[config.mk]
export PLATFORM = sky130hd
export DESIGN_NAME = sr04_uart_frame_sched
export DESIGN_NICKNAME = d
export VERILOG_FILES = /design/src/rtl/sr04_uart_frame_sched.sv
export SDC_FILE = /design/constraint.sdc
export NUM_CORES = 1
export LEC_CHECK = 0
export CAP_MARGIN = 20
export CORE_ASPECT_RATIO = 1.25
export CORE_MARGIN = 5
export CORE_UTILIZATION = 45
export DETAILED_ROUTE_END_ITERATION = 8
export PLACE_DENSITY = 0.66
export SLEW_MARGIN = 20
export SYNTH_ARGS = -nofsm -noshare
export SYNTH_HDL_FRONTEND = slang
export SYNTH_SLANG_ARGS = --single-unit
[constraint.sdc]
create_clock -name clk -period 4.12 [get_ports clk]
set_input_delay 0.412 -clock clk [delete_from_list [all_inputs] [get_ports clk]]
set_output_delay 0.412 -clock clk [all_outputs]
set_load 0.005 [all_outputs]
[src/rtl/sr04_uart_frame_sched.sv]
// Frame scheduler for the two HC-SR04 channels.
// Each channel's 8-bit distance is captured on its done strobe. The two channels
// share one UART TX, with round-robin arbitration between them. The granted value
// is sent as a 7-byte ASCII frame: "X=ddd\r\n" or "Y=ddd\r\n".
//
// TX handshake (the only handshake on this block):
//   - tx_start pulses for one cycle. tx_data is valid in that cycle and is held
//     until the next tx_start.
//   - After the pulse the scheduler waits for tx_busy to rise, then waits for it
//     to fall. The byte then counts as done.
//   - If tx_busy never rises within BUSY_TIMEOUT cycles of the tx_start cycle,
//     the byte is taken as accepted anyway, so a missing TX never stalls frames.
module sr04_uart_frame_sched #(
    parameter int BUSY_TIMEOUT = 16,
    parameter int GAP_CYCLES   = 100
) (
    input  logic       clk,
    input  logic       reset_p,
    input  logic [7:0] dist_x,
    input  logic       done_x,
    input  logic [7:0] dist_y,
    input  logic       done_y,
    input  logic       tx_busy,
    output logic [7:0] tx_data,
    output logic       tx_start,
    output logic       frame_active,
    output logic       pending_x,
    output logic       pending_y,
    output logic [7:0] drop_cnt,
    output logic [2:0] dbg_state
);

    localparam int               GAP_W    = (GAP_CYCLES > 1) ? $clog2(GAP_CYCLES + 1) : 1;
    localparam logic [GAP_W-1:0] GAP_LOAD = GAP_W'(GAP_CYCLES);
    localparam logic [7:0]       TO_LAST  = 8'(BUSY_TIMEOUT - 1);

    typedef enum logic [2:0] {
        S_IDLE   = 3'd0,
        S_START  = 3'd1,
        S_WAIT_H = 3'd2,
        S_WAIT_L = 3'd3,
        S_NEXT   = 3'd4
    } state_t;

    state_t           state_q, state_d;
    logic [7:0]       hold_x_q, hold_x_d;
    logic [7:0]       hold_y_q, hold_y_d;
    logic             pend_x_q, pend_x_d;
    logic             pend_y_q, pend_y_d;
    logic [7:0]       drop_q, drop_d;
    logic             last_grant_q, last_grant_d;   // 1 = Y was granted last
    logic             frame_ch_q, frame_ch_d;       // 1 = current frame is Y
    logic [7:0]       frame_val_q, frame_val_d;
    logic [2:0]       idx_q, idx_d;
    logic [7:0]       to_q, to_d;
    logic [GAP_W-1:0] gap_q, gap_d;
    logic [7:0]       tx_data_q, tx_data_d;
    logic             tx_start_q, tx_start_d;
    logic             frame_active_q, frame_active_d;

    logic             grant_x, grant_y;
    logic             drop_x, drop_y;
    logic [8:0]       drop_sum;
    logic [7:0]       dig_h, dig_t, dig_o;
    logic [7:0]       frame_byte;

    // Decimal digits of the frame value, leading zeros kept
    always_comb begin
        dig_h = frame_val_q / 8'd100;
        dig_t = (frame_val_q / 8'd10) % 8'd10;
        dig_o = frame_val_q % 8'd10;
    end

    // Byte selected by the frame index
    always_comb begin
        frame_byte = 8'h0A;
        case (idx_q)
            3'd0:    frame_byte = frame_ch_q ? 8'h59 : 8'h58;
            3'd1:    frame_byte = 8'h3D;
            3'd2:    frame_byte = 8'h30 + dig_h;
            3'd3:    frame_byte = 8'h30 + dig_t;
            3'd4:    frame_byte = 8'h30 + dig_o;
            3'd5:    frame_byte = 8'h0D;
            default: frame_byte = 8'h0A;
        endcase
    end

    // Next-state: arbitration, frame sequencing, capture and drop counting
    always_comb begin
        state_d        = state_q;
        hold_x_d       = hold_x_q;
        hold_y_d       = hold_y_q;
        pend_x_d       = pend_x_q;
        pend_y_d       = pend_y_q;
        last_grant_d   = last_grant_q;
        frame_ch_d     = frame_ch_q;
        frame_val_d    = frame_val_q;
        idx_d          = idx_q;
        to_d           = to_q;
        gap_d          = gap_q;
        tx_data_d      = tx_data_q;
        tx_start_d     = 1'b0;
        frame_active_d = frame_active_q;
        grant_x        = 1'b0;
        grant_y        = 1'b0;

        if (gap_q != '0) begin
            gap_d = gap_q - GAP_W'(1);
        end

        case (state_q)
            S_IDLE: begin
                if (gap_q == '0) begin
                    // On a tie the channel that was not granted last wins
                    grant_x = pend_x_q && (!pend_y_q || last_grant_q);
                    grant_y = pend_y_q && (!pend_x_q || !last_grant_q);
                    if (grant_x || grant_y) begin
                        frame_ch_d     = grant_y;
                        frame_val_d    = grant_y ? hold_y_q : hold_x_q;
                        last_grant_d   = grant_y;
                        frame_active_d = 1'b1;
                        idx_d          = 3'd0;
                        state_d        = S_START;
                    end
                end
            end
            S_START: begin
                tx_data_d  = frame_byte;
                tx_start_d = 1'b1;
                to_d       = 8'd0;
                state_d    = S_WAIT_H;
            end
            S_WAIT_H: begin
                if (tx_busy) begin
                    state_d = S_WAIT_L;
                end else if (to_q == TO_LAST) begin
                    state_d = S_NEXT;
                end else begin
                    to_d = to_q + 8'd1;
                end
            end
            S_WAIT_L: begin
                if (!tx_busy) begin
                    state_d = S_NEXT;
                end
            end
            S_NEXT: begin
                if (idx_q != 3'd6) begin
                    idx_d   = idx_q + 3'd1;
                    state_d = S_START;
                end else begin
                    idx_d          = 3'd0;
                    frame_active_d = 1'b0;
                    gap_d          = GAP_LOAD;
                    state_d        = S_IDLE;
                end
            end
            default: begin
                idx_d          = 3'd0;
                frame_active_d = 1'b0;
                state_d        = S_IDLE;
            end
        endcase

        // A done on the grant edge re-arms pending and is not a drop
        drop_x = done_x && pend_x_q && !grant_x;
        drop_y = done_y && pend_y_q && !grant_y;

        if (grant_x) pend_x_d = 1'b0;
        if (grant_y) pend_y_d = 1'b0;
        if (done_x) begin
            hold_x_d = dist_x;
            pend_x_d = 1'b1;
        end
        if (done_y) begin
            hold_y_d = dist_y;
            pend_y_d = 1'b1;
        end

        drop_sum = {1'b0, drop_q} + 9'(drop_x) + 9'(drop_y);
        drop_d   = drop_sum[8] ? 8'd255 : drop_sum[7:0];
    end

    // State register with asynchronous reset
    always_ff @(posedge clk or posedge reset_p) begin
        if (reset_p) begin
            state_q        <= S_IDLE;
            hold_x_q       <= 8'd0;
            hold_y_q       <= 8'd0;
            pend_x_q       <= 1'b0;
            pend_y_q       <= 1'b0;
            drop_q         <= 8'd0;
            last_grant_q   <= 1'b1;
            frame_ch_q     <= 1'b0;
            frame_val_q    <= 8'd0;
            idx_q          <= 3'd0;
            to_q           <= 8'd0;
            gap_q          <= '0;
            tx_data_q      <= 8'd0;
            tx_start_q     <= 1'b0;
            frame_active_q <= 1'b0;
        end else begin
            state_q        <= state_d;
            hold_x_q       <= hold_x_d;
            hold_y_q       <= hold_y_d;
            pend_x_q       <= pend_x_d;
            pend_y_q       <= pend_y_d;
            drop_q         <= drop_d;
            last_grant_q   <= last_grant_d;
            frame_ch_q     <= frame_ch_d;
            frame_val_q    <= frame_val_d;
            idx_q          <= idx_d;
            to_q           <= to_d;
            gap_q          <= gap_d;
            tx_data_q      <= tx_data_d;
            tx_start_q     <= tx_start_d;
            frame_active_q <= frame_active_d;
        end
    end

    assign tx_data      = tx_data_q;
    assign tx_start     = tx_start_q;
    assign frame_active = frame_active_q;
    assign pending_x    = pend_x_q;
    assign pending_y    = pend_y_q;
    assign drop_cnt     = drop_q;
    assign dbg_state    = state_q;

endmodule

Word-level counts from Yosys, hierarchy flattened
Cells that the tools add are included.
{"block": "totals", "reg_bits": 67, "input_bits": 21, "output_inout_bits": 23, "wordCells": 107}
{"block": "classes", "add_sub_neg": 8, "div_mod_pow": 4, "n_eq_ne": 18, "mux": 34, "bitwise_logic": 1, "reduce_logical": 27}
{"cell": "case mux 8 bit (6 select lines)", "n": 1}
{"cell": "two-way mux 8 bit", "n": 4}
{"cell": "adder 6 x 8 -> 8 bit, first input constant", "n": 3}
{"cell": "two-way mux 3 bit", "n": 8}
{"cell": "two-way mux 7 bit", "n": 3}
{"cell": "remainder unit 8 x 4 -> 8 bit, second input constant", "n": 2}
{"cell": "case mux 8 bit (2 select lines)", "n": 1}
{"cell": "case mux 3 bit (5 select lines)", "n": 1}
{"cell": "two-way mux 1 bit", "n": 14}
{"cell": "equality test 3 x 2 -> 1 bit, second input constant", "n": 4}
{"cell": "inequality test 2 bit, second input constant", "n": 6}
{"cell": "adder 8 x 1 -> 9 bit", "n": 1}
{"cell": "adder 9 x 1 -> 9 bit", "n": 1}
{"cell": "equality test 3 bit, second input constant", "n": 3}
{"cell": "case mux 3 bit (3 select lines)", "n": 1}
{"cell": "AND reduction 3 bit", "n": 3}
{"cell": "adder 8 x 1 -> 8 bit, second input constant", "n": 1}
{"cell": "divider 8 x 4 -> 8 bit, second input constant", "n": 1}
{"cell": "divider 8 x 7 -> 8 bit, second input constant", "n": 1}
{"cell": "equality test 8 x 4 -> 1 bit, second input constant", "n": 1}
{"cell": "AND reduction 4 bit", "n": 2}
{"cell": "logical NOT 7 bit", "n": 1}
{"cell": "nonzero test 7 bit", "n": 1}
{"cell": "subtractor 7 x 1 -> 7 bit, second input constant", "n": 1}
{"cell": "other kinds (11)", "n": 27}

Depth between registers and ports, before layout
Gate-level depths: netlist (run 1).
{"block": "logic_depth", "depth_word": 10, "depth_mapped": 16, "ltp_nobuf": 15}

Worst setup path before layout (run 1)
OpenSTA, ideal clock, no wires.
{"block": "synth_timing", "kind": "reg-to-reg", "startpoint": "reg frame_val_q[4]", "endpoint": "reg tx_data_q[6], in the netlist tx_data[6]", "setup_ns": 0.095, "t_arrival_ns": 3.216, "required_time_ns": 4.025, "setup_slack_ns": 0.808, "stages_incl_launch_ff": 17, "n_path_buf": 2, "period_less_slack_ns": 3.312, "cell_sequence": "dfrtp_1 buf_2 buf_2 o21ai_0 o21ai_0 a21boi_0 ha_1 o211ai_2 nor2_1 o31ai_1 ha_1 o21ai_0 a2111o_1 o21ai_0 o221a_2 o21a_1 o31ai_1"}
{"block": "synth_via", "elab_chain_len": 4, "elab_cells_between_ends": 8, "classes_between": "add/sub: 3; div: 4; mux: 1"}
{"element": "start, declared", "line_no": "53", "rtl": "logic [7:0] frame_val_q, frame_val_d;"}
{"element": "start signal, assigned", "line_no": "211", "rtl": "frame_val_q <= frame_val_d;"}
{"element": "divider 8 x 4 -> 8 bit", "line_no": "70", "rtl": "dig_t = (frame_val_q / 8'd10) % 8'd10;"}
{"element": "remainder unit 8 x 4 -> 8 bit", "line_no": "70"}
{"element": "adder 6 x 8 -> 8 bit", "line_no": "81", "rtl": "3'd3: frame_byte = 8'h30 + dig_t;"}
{"element": "case mux 8 bit (6 select lines) *", "line_no": "77", "rtl": "case (idx_q)"}
{"element": "end signal, assigned", "line_no": "215", "rtl": "tx_data_q <= tx_data_d;"}
{"element": "end, declared", "line_no": "57", "rtl": "logic [7:0] tx_data_q, tx_data_d;"}
Every way passes the cells marked *; elsewhere a longest branch is shown, timed or not.
A chain may end at the register's enable or synchronous reset.

Worst setup path after layout (run 1)
{"block": "layout_timing", "startpoint": "reg frame_val_q[5]", "endpoint": "reg tx_data_q[6], in the netlist tx_data[6]"}
The elaborated chain is that of the path after synthesis.

==> qor.txt, run 1 <==
status: finished, final reports clean
Fillers: 846
Core ar.: 9080 µm²
Max clock buf depth: 2
Hold WC Path Type: reg -> reg
crit path max fanout: 11
Die ar.: 11300 µm²
endpoints failing setup: 0
die height: 118 µm
DRC: 0
critical path startpoint category: flip-flop
DRT iter0 DRCs: 140
largest net degree at the start of global routing: 45
Synth Flop Type: dfrtp_1
CP arrival: 3.98 ns
P per Cell Area: 844 nW/µm²
WP data required: 4.35 ns
initial antenna violation count: 0
Hold Fails Final Rpt: 0
Inserted Clock Buffers: 9
reg2reg path depth: 15
Slew Limit Fails: 0
clk sinks: 67
flops & latches, synth: 67
Mapped Cells: 456
initial core utilization: 45.9%
Via density: 5.61
TNS Setup: 0 ns
Pleak: 0.00208 µW
Yosys cell types: 74
mean area per synthesized cell: 9.13 µm²
DRT Pass-1 Iters: 4
Synth Net Count: 487
ant diodes: 0
Final Cycle Share: 91.0%
Async S/R FF share, synth: 100%
synth warn: 0
Ports: 44
reg2reg start: frame_val_q[5]
post-DP HPWL: 6.70 mm
Die W: 96.0 µm
commonest non-fill, non-tap cell in the layout: dfrtp_1
routability congestion estimate: 0.920
Routed WL: 9.21 mm
Overflow after GRT: 0
unrepaired setup endpoints after global routing: false
CTS tree: yes
min-delay src: tx_data[4]
reg-to-reg endpoint: tx_data[6]
Worst VDD drop: 0.399 mV
Final Critical Period: 3.75 ns
CTS H-tree depth: 3
hold_ws: 0.483 ns
setup bufs post-CTS: 0
clk root buf: clkbuf_16
number of antenna-violating nets in the routed design: 0
layout cells sized above 1: 13.2%
Core Rows: 39
via count: 3460
post-cts sizing count: 0
register area share after synthesis: 40.3%
R2R Setup Slk: 0.37 ns
DR WL/cell: 14.9 µm
Worst slew margin: 33.1%
Total Nets Final: 520
Worst Max-Slew Pin Slew: 1.00 ns
All-Layer GR Usage: 17.4%
max-cap violation count: 0
Max Clock Freq: 267 MHz
vias in the first global route: 3403
Area Overhead vs Synth: 19.8%
most frequent cells in the layout: 62 x dfrtp_1, 46 x nor2_1, 43 x clkdlybuf4s50_1, 40 x nand2_1, 35 x o21ai_0
Critical Path Sink Type: flip-flop
Clock Latency Late Sink: 0.32 ns
crit path kind: reg -> reg
Post-CTS Hold Buffers: 0
area of the mapped netlist: 4160 µm²
Hold Path Depth: 1
number of synthesized flops with an enable pin: 0
I/O Buffers: 43
clock-pin slew on the worst setup and hold paths: 0.05 ns
Setup Skew: 0.00405 ns
hold endpoint: tx_data[4]
first-pass GRT wire length: 15.9 mm
## cell families after synthesis
kind of cell	count (synthesis)	share of synthesized area (%)
adder cells (fa/ha/maj)	11	3.43
AND/OR/NAND/NOR	152	18.1
multiplexers	29	7.64
flip-flops	67	40.3
buffers and inverters	47	5.05
XOR/XNOR	23	4.84
AO/OA/AOI/OAI	127	20.7
## cell type report
| cell class | count | area [µm²] | area share [%] |
|---|---|---|---|
| multi-input combinational | 342 | 2270 | 45.6 |
| sequential | 67 | 1680 | 33.8 |
| timing repair buffer | 48 | 468 | 9.39 |
| clock buffer | 11 | 253 | 5.07 |
| tap | 123 | 154 | 3.09 |
| inverter | 21 | 80.1 | 1.61 |
| clock inverter | 5 | 75.1 | 1.51 |
## power breakdown
| part | leakage (µW) | internal, µW | total [µW] | switching (µW) |
|---|---|---|---|---|
| clock | 0.000165 | 559 | 822 | 263 |
| combinational | 0.00111 | 972 | 2180 | 1210 |
| sequential | 0.000804 | 869 | 1210 | 339 |
## worst max path at each step
stage | start | cells after the start | to
finish | frame_val_q[5] | 15 | tx_data[6]
global route | frame_val_q[5] | 15 | tx_data[6]
CTS | frame_val_q[6] | 14 | tx_data[6]
detailed placement | frame_val_q[6] | 14 | tx_data[6]
global placement | frame_val_q[6] | 14 | tx_data[6]
floorplan | frame_val_q[4] | 16 | tx_data[6]
## worst max-delay path, stage by stage (launching register included)
cell and delay (ns):
dfrtp_1 0.53, buf_4 0.22, xor2_1 0.19, o22ai_1 0.11, a21oi_1 0.33, ha_1 0.28
o211ai_2 0.13, nor2_1 0.20, o31ai_1 0.14, ha_1 0.23, o21ai_0 0.29, a2111o_1 0.19
o21ai_0 0.11, o221a_2 0.32, o21a_1 0.17, o31ai_1 0.21
## flip-flops by register name, indices dropped and copies added (netlist names), 3 cells and up
signal       count
to_q             8
gap_q            7
idx_q            3
drop_cnt         8
hold_x_q         8
hold_y_q         8
tx_data          8
dbg_state        3
frame_val_q      8
## Yosys cell counts, types with 6 or more instances
| cell type | number | area (µm²) |
|---|---|---|
| o211ai_1 | 6 | 45.0 |
| mux2_2 | 18 | 203 |
| mux2i_1 | 10 | 100 |
| nand2b_1 | 8 | 50.1 |
| ha_1 | 9 | 113 |
| inv_1 | 20 | 75.1 |
| buf_2 | 8 | 40.0 |
| a21oi_1 | 32 | 160 |
| nand2_1 | 40 | 150 |
| clkbuf_1 | 13 | 48.8 |
| nor3_1 | 9 | 45.0 |
| o21ai_0 | 35 | 175 |
| nor4_1 | 6 | 37.5 |
| nor2_1 | 46 | 173 |
| nand3_1 | 11 | 55.1 |
| xnor2_1 | 13 | 114 |
| a31oi_1 | 6 | 37.5 |
| dfrtp_1 | 66 | 1650 |
| xor2_1 | 10 | 87.6 |
## layer usage
layer / global-route usage, % / up-vias / share of wire [%] / wire length (µm)
li1: - / 1705 / - / -
met2: 29.1 / 67 / 51 / 4660
met5: 0 / - / 0 / 0
met4: 6.41 / 0 / 2.1 / 194
met3: 3.26 / 14 / 3.2 / 298
met1: 22.1 / 1674 / 44 / 4060
## metrics by stage
stage                     worst slack (ns)  utilization, %  instances  cell area (µm²)  total power, µW
after global routing                0.0651            54.9        617             4990             4550
after global placement               0.428            51.3        601             4650             3340
after detailed placement             0.303            51.3        601             4650             3360
after CTS                            0.290            54.9        617             4980             4210
after floorplan                      0.808               -        456             4160             2800
final                                0.371            54.9        617             4990             4210
No activity file was read; power rests on OpenSTA's default activity.
==> run 2, diff against run 1 <==
Settings changed: SETUP_SLACK_MARGIN set to 0.5.
==> run 2 against run 1 <==
  * Utilization up 1.1 points
  * Worst hold slack about the same
  * Via count up 2.4%
  * Wire length up 2.5%
  * Sequential cell count unchanged
  * Global-route usage unchanged
  * Critical endpoint is now tx_data[5]
  * Largest power group unchanged
==> qor.txt, run 2 (synthesis results as in run 1) <==
Fillers: 834
critical path startpoint category: flip-flop
DRT iter0 DRCs: 127
Buf/Inv on CP: 0
Core ar.: 9080 µm²
crit-path cells: or4b_1 -> o21ai_2 -> a221oi_2 -> o211ai_2 -> nor2_2 -> o31ai_4 -> ha_2 -> o21ai_1 -> a2111o_1 -> o21ai_0 -> o221a_2 -> xor2_1 -> o21ai_0
Total Nets Final: 529
Slew Limit Fails: 0
M1 WL: 4.00 mm
clk root buf: clkbuf_16
via count: 3542
Core Rows: 39
met3 WL: 414 µm
sequential share of power: 27.2%
Inserted Clock Buffers: 9
DRT Pass-1 Iters: 5
Max clock buf depth: 2
Setup Skew: 0.00488 ns
CP arrival: 3.71 ns
Sw Share: 42.8%
switching pwr: 1880 µW
Overflow after GRT: 0
routability congestion estimate: 0.920
commonest non-fill, non-tap cell in the layout: dfrtp_1
I/O Buffers: 43
vias in the first global route: 3403
CTS tree: yes
max layer used: met4
critical path's largest stage delay: 0.55 ns
R2R Setup Slk: 0.59 ns
crit path max fanout: 14
metal2 WL: 4.84 mm
most frequent cells in the layout: 60 x dfrtp_1, 45 x nor2_1, 43 x clkdlybuf4s50_1, 40 x nand2_1, 34 x o21ai_0
clock-pin slew on the worst setup and hold paths: 0.05 ns
critical path's slowest cell: or4b_1
Pint: 2510 µW
largest net degree at the start of global routing: 45
Hold WC Path Type: reg -> reg
min-delay src: tx_data[4]
Die ar.: 11300 µm²
Final Cycle Share: 85.6%
cell family with most CP delay: compound AO/OA/AOI/OAI gates
Max Clock Freq: 284 MHz
first-pass GRT wire length: 15.9 mm
Worst Setup SP: frame_val_q[6]
Hold Fails Final Rpt: 0
DRC: 0
number of antenna-violating nets in the routed design: 0
Hold Path Depth: 1
DR WL/cell: 15.1 µm
status: finished, final reports clean
hold endpoint: tx_data[4]
All-Layer GR Usage: 17.4%
unrepaired setup endpoints after global routing: false
final core occ: 56.1%
Comb pwr share: 54.0%
Worst VDD drop: 0.398 mV
CTS H-tree depth: 3
clock share of power: 18.7%
Via density: 5.66
TNS Setup: 0 ns
Critical Path Sink Type: flip-flop
Die W: 96.0 µm
layout cells sized above 1: 16.1%
WP data required: 4.31 ns
initial antenna violation count: 0
Final Critical Period: 3.53 ns
Routed WL: 9.44 mm
Post-CTS Hold Buffers: 0
post-DP HPWL: 6.70 mm
Ports: 44
Worst Max-Slew Pin Slew: 1.01 ns
die height: 118 µm
Worst slew margin: 32.7%
endpoints failing setup: 0
reg2reg start: frame_val_q[6]
Pleak: 0.00212 µW
initial core utilization: 45.9%
ant diodes: 0
clk sinks: 67
max-cap violation count: 0
most used cell, CP: o21ai_0
crit path kind: reg -> reg
Area Overhead vs Synth: 22.3%
reg-to-reg endpoint: tx_data[5]
Clock Latency Late Sink: 0.32 ns
reg2reg path depth: 13
P per Cell Area: 862 nW/µm²
-- run 2: what timing repair did --
item | CTS | global route
setup buffers | 0 | 9
gates resized for setup | 5 | 11
setup endpoints to repair | 3 | 3
pin swaps | 0 | 4
-- run 2: worst max-delay path by stage --
stage                      end  depth (start not counted)
finish              tx_data[5]                         13
detailed placement  tx_data[6]                         14
CTS                 tx_data[6]                         15
global placement    tx_data[6]                         14
floorplan           tx_data[6]                         16
global route        tx_data[5]                         14
-- run 2: layout make-up --
class,count,area [µm²],share of cell area [%]
Inverter,21,80.1,1.57
Multi-Input combinational cell,342,2300,45.2
Clock inverter,5,75.1,1.47
Sequential cell,67,1690,33.2
Tap cell,123,154,3.02
Clock buffer,11,253,4.97
Timing Repair Buffer,57,536,10.5
-- run 2: through the flow --
stage / cells / setup WS, ns / cell area, µm² / total power (µW) / hold WS (ns)
6_report: 626 / 0.594 / 5090 / 4390 / 0.483
5_1_grt: 626 / 0.428 / 5090 / 4730 / 0.506
4_1_cts: 617 / 0.501 / 4990 / 4220 / 0.491
3_5_place_dp: 601 / 0.303 / 4650 / 3360 / 0.479
3_3_place_gp: 601 / 0.428 / 4650 / 3340 / 0.474
2_1_floorplan: 456 / 0.808 / 4160 / 2800 / 0.473
-- run 2: worst register-to-register path: cells and delay by family, from the launching register on --
kind	cells	cell delay (ns)
AO/OA/AOI/OAI	9	1.80
XOR/XNOR	1	0.15
adder cells (fa/ha/maj)	1	0.24
flip-flops	1	0.54
AND/OR/NAND/NOR	2	0.66
-- run 2: power groups by stage --
stage	sequential (µW)	combinational [µW]	clock [µW]
after floorplan	1020	1780	0
after global placement	1200	2130	0
after detailed placement	1210	2150	0
after CTS	1210	2180	839
after global routing	1250	2610	869
final	1190	2370	822
-- run 2: routing by layer --
metal	vias to the layer above	global-route usage, %
met1	1720	22.1
met3	12	3.26
met2	88	29.1
li1	1722	-
met5	-	0
met4	0	6.41
==> run 3, diff against run 2 <==
Settings changed: CTS_CLUSTER_DIAMETER set to 50, PLACE_DENSITY 0.66 to not set, PLACE_DENSITY_LB_ADDON set to 0.12, SKIP_CTS_REPAIR_TIMING set to 1.
==> run 3 against run 2 <==
  * Utilization down 0.40 points
  * Die area unchanged
  * Cell count down 0.64%
  * Critical path type unchanged
  * Largest power group unchanged
==> qor.txt, run 3 (synthesis results as in run 1) <==
Clock Latency Late Sink: 0.33 ns
PnR worst setup slack: 0.550 ns
R2R Setup Slk: 0.55 ns
max-cap violation count: 0
via count: 3486
CTS tree: yes
DRT iter0 DRCs: 213
I/O Buffers: 43
Die W: 96.0 µm
Slew Limit Fails: 0
CTS H-tree depth: 3
critical path startpoint category: flip-flop
multi-input logic area: 2320 µm²
status: finished, final reports clean
first-pass GRT wire length: 16.4 mm
clock-pin slew on the worst setup and hold paths: 0.05 ns
crit path max fanout: 14
Critical Path Sink Type: flip-flop
layout cells sized above 1: 15.4%
Max Clock Freq: 280 MHz
largest net degree at the start of global routing: 42
Ports: 44
Routed WL: 9.71 mm
DRC: 0
endpoints failing setup: 0
Pleak: 0.00210 µW
Hold WC Path Type: reg -> reg
WP data required: 4.35 ns
Fillers: 856
All-Layer GR Usage: 18.1%
vias in the first global route: 3399
clk root buf: clkbuf_16
Pint: 2410 µW
unrepaired setup endpoints after global routing: true
Via density: 5.60
clock share of power: 17.2%
Worst slew margin: 45.6%
Comb pwr share: 54.7%
initial antenna violation count: 0
pre-CTS setup slack: 0.251 ns
final core occ: 55.7%
Core Rows: 39
Sw Share: 44.1%
Die ar.: 11300 µm²
DRT Pass-1 Iters: 5
Final Critical Period: 3.57 ns
ant diodes: 0
crit path kind: reg -> reg
Final Cycle Share: 86.7%
post-DP HPWL: 6.97 mm
P per Cell Area: 853 nW/µm²
Max clock buf depth: 2
CP arrival: 3.80 ns
Setup Skew: 0.00505 ns
die height: 118 µm
Area Overhead vs Synth: 21.4%
sequential share of power: 28.1%
initial core utilization: 45.9%
clk sinks: 67
TNS Setup: 0 ns
switching pwr: 1900 µW
Total Nets Final: 526
Core ar.: 9080 µm²
most frequent cells in the layout: 60 x dfrtp_1, 45 x nor2_1, 43 x clkdlybuf4s50_1, 40 x nand2_1, 34 x o21ai_0
Hold Fails Final Rpt: 0
sequential cell area: 1690 µm²
DR WL/cell: 15.6 µm
number of antenna-violating nets in the routed design: 0
commonest non-fill, non-tap cell in the layout: dfrtp_1
Worst Max-Slew Pin Slew: 0.815 ns
Overflow after GRT: 0
routability congestion estimate: 0.850
Inserted Clock Buffers: 9
Worst VDD drop: 0.397 mV
-- run 3: cell types whose count changed in the layout (fill, tap and decap cells not counted), moves of 2 or more --
cell | previous run | this run
buf_4 | 14 | 10
clkbuf_8 | 2 | 5
bufinv_16 | 2 | 0
clkinv_2 | 4 | 2
-- run 3: through the flow --
step	power (µW)	std cells	hold WS (ns)	area, µm²
after floorplan	2800	456	0.473	4160
after global placement	3370	604	0.476	4680
after detailed placement	3410	604	0.485	4680
after CTS	4180	619	0.497	4970
after global routing	4660	622	0.517	5050
final	4310	622	0.492	5050
-- run 3: critical path, cell delays in order, from the launching register on --
cell and delay (ns):
dfrtp_2 0.50, buf_4 0.21, maj3_1 0.39, a32oi_4 0.34, nand2_4 0.13, nor2_2 0.24, o31ai_4 0.11, ha_1 0.24
o21ai_1 0.28, a2111o_1 0.19, o21ai_0 0.13, o221a_2 0.32, o21a_1 0.17, o31ai_1 0.22
-- run 3: area by class of cell --
cell class	count	share of cell area (%)
timing repair buffer	54	10.2
clock buffer	14	5.82
sequential	67	33.4
tap	123	3.05
inverter	21	1.58
clock inverter	1	0.0990
multi-input combinational	342	45.9
-- run 3: power by group through the flow --
stage | Sequential, µW | Combinational [µW] | Clock, µW
final | 1210 | 2360 | 740
after global routing | 1260 | 2610 | 791
after CTS | 1200 | 2220 | 761
after detailed placement | 1210 | 2200 | 0
after global placement | 1200 | 2170 | 0
after floorplan | 1020 | 1780 | 0
-- run 3: worst paths after layout --
check / start / to / depth (start not counted)
max: frame_val_q[7] / tx_data[6] / 13
min: tx_data[4] / tx_data[4] / 1
max reg2reg: frame_val_q[7] / tx_data[6] / 13
min reg2reg: tx_data[4] / tx_data[4] / 1
max in group asynchronous: reset_p / to_q[4] / 3
min in group asynchronous: reset_p / drop_cnt[7] / 2
-- run 3: metal layers --
layer / vias up / routed length, µm / GRT usage (%)
met1: 1688 / 4320 / 23.7
met4: 0 / 229 / 8.10
met3: 19 / 429 / 4.09
li1: 1716 / - / -
met5: - / 0 / 0
met2: 63 / 4740 / 28.2
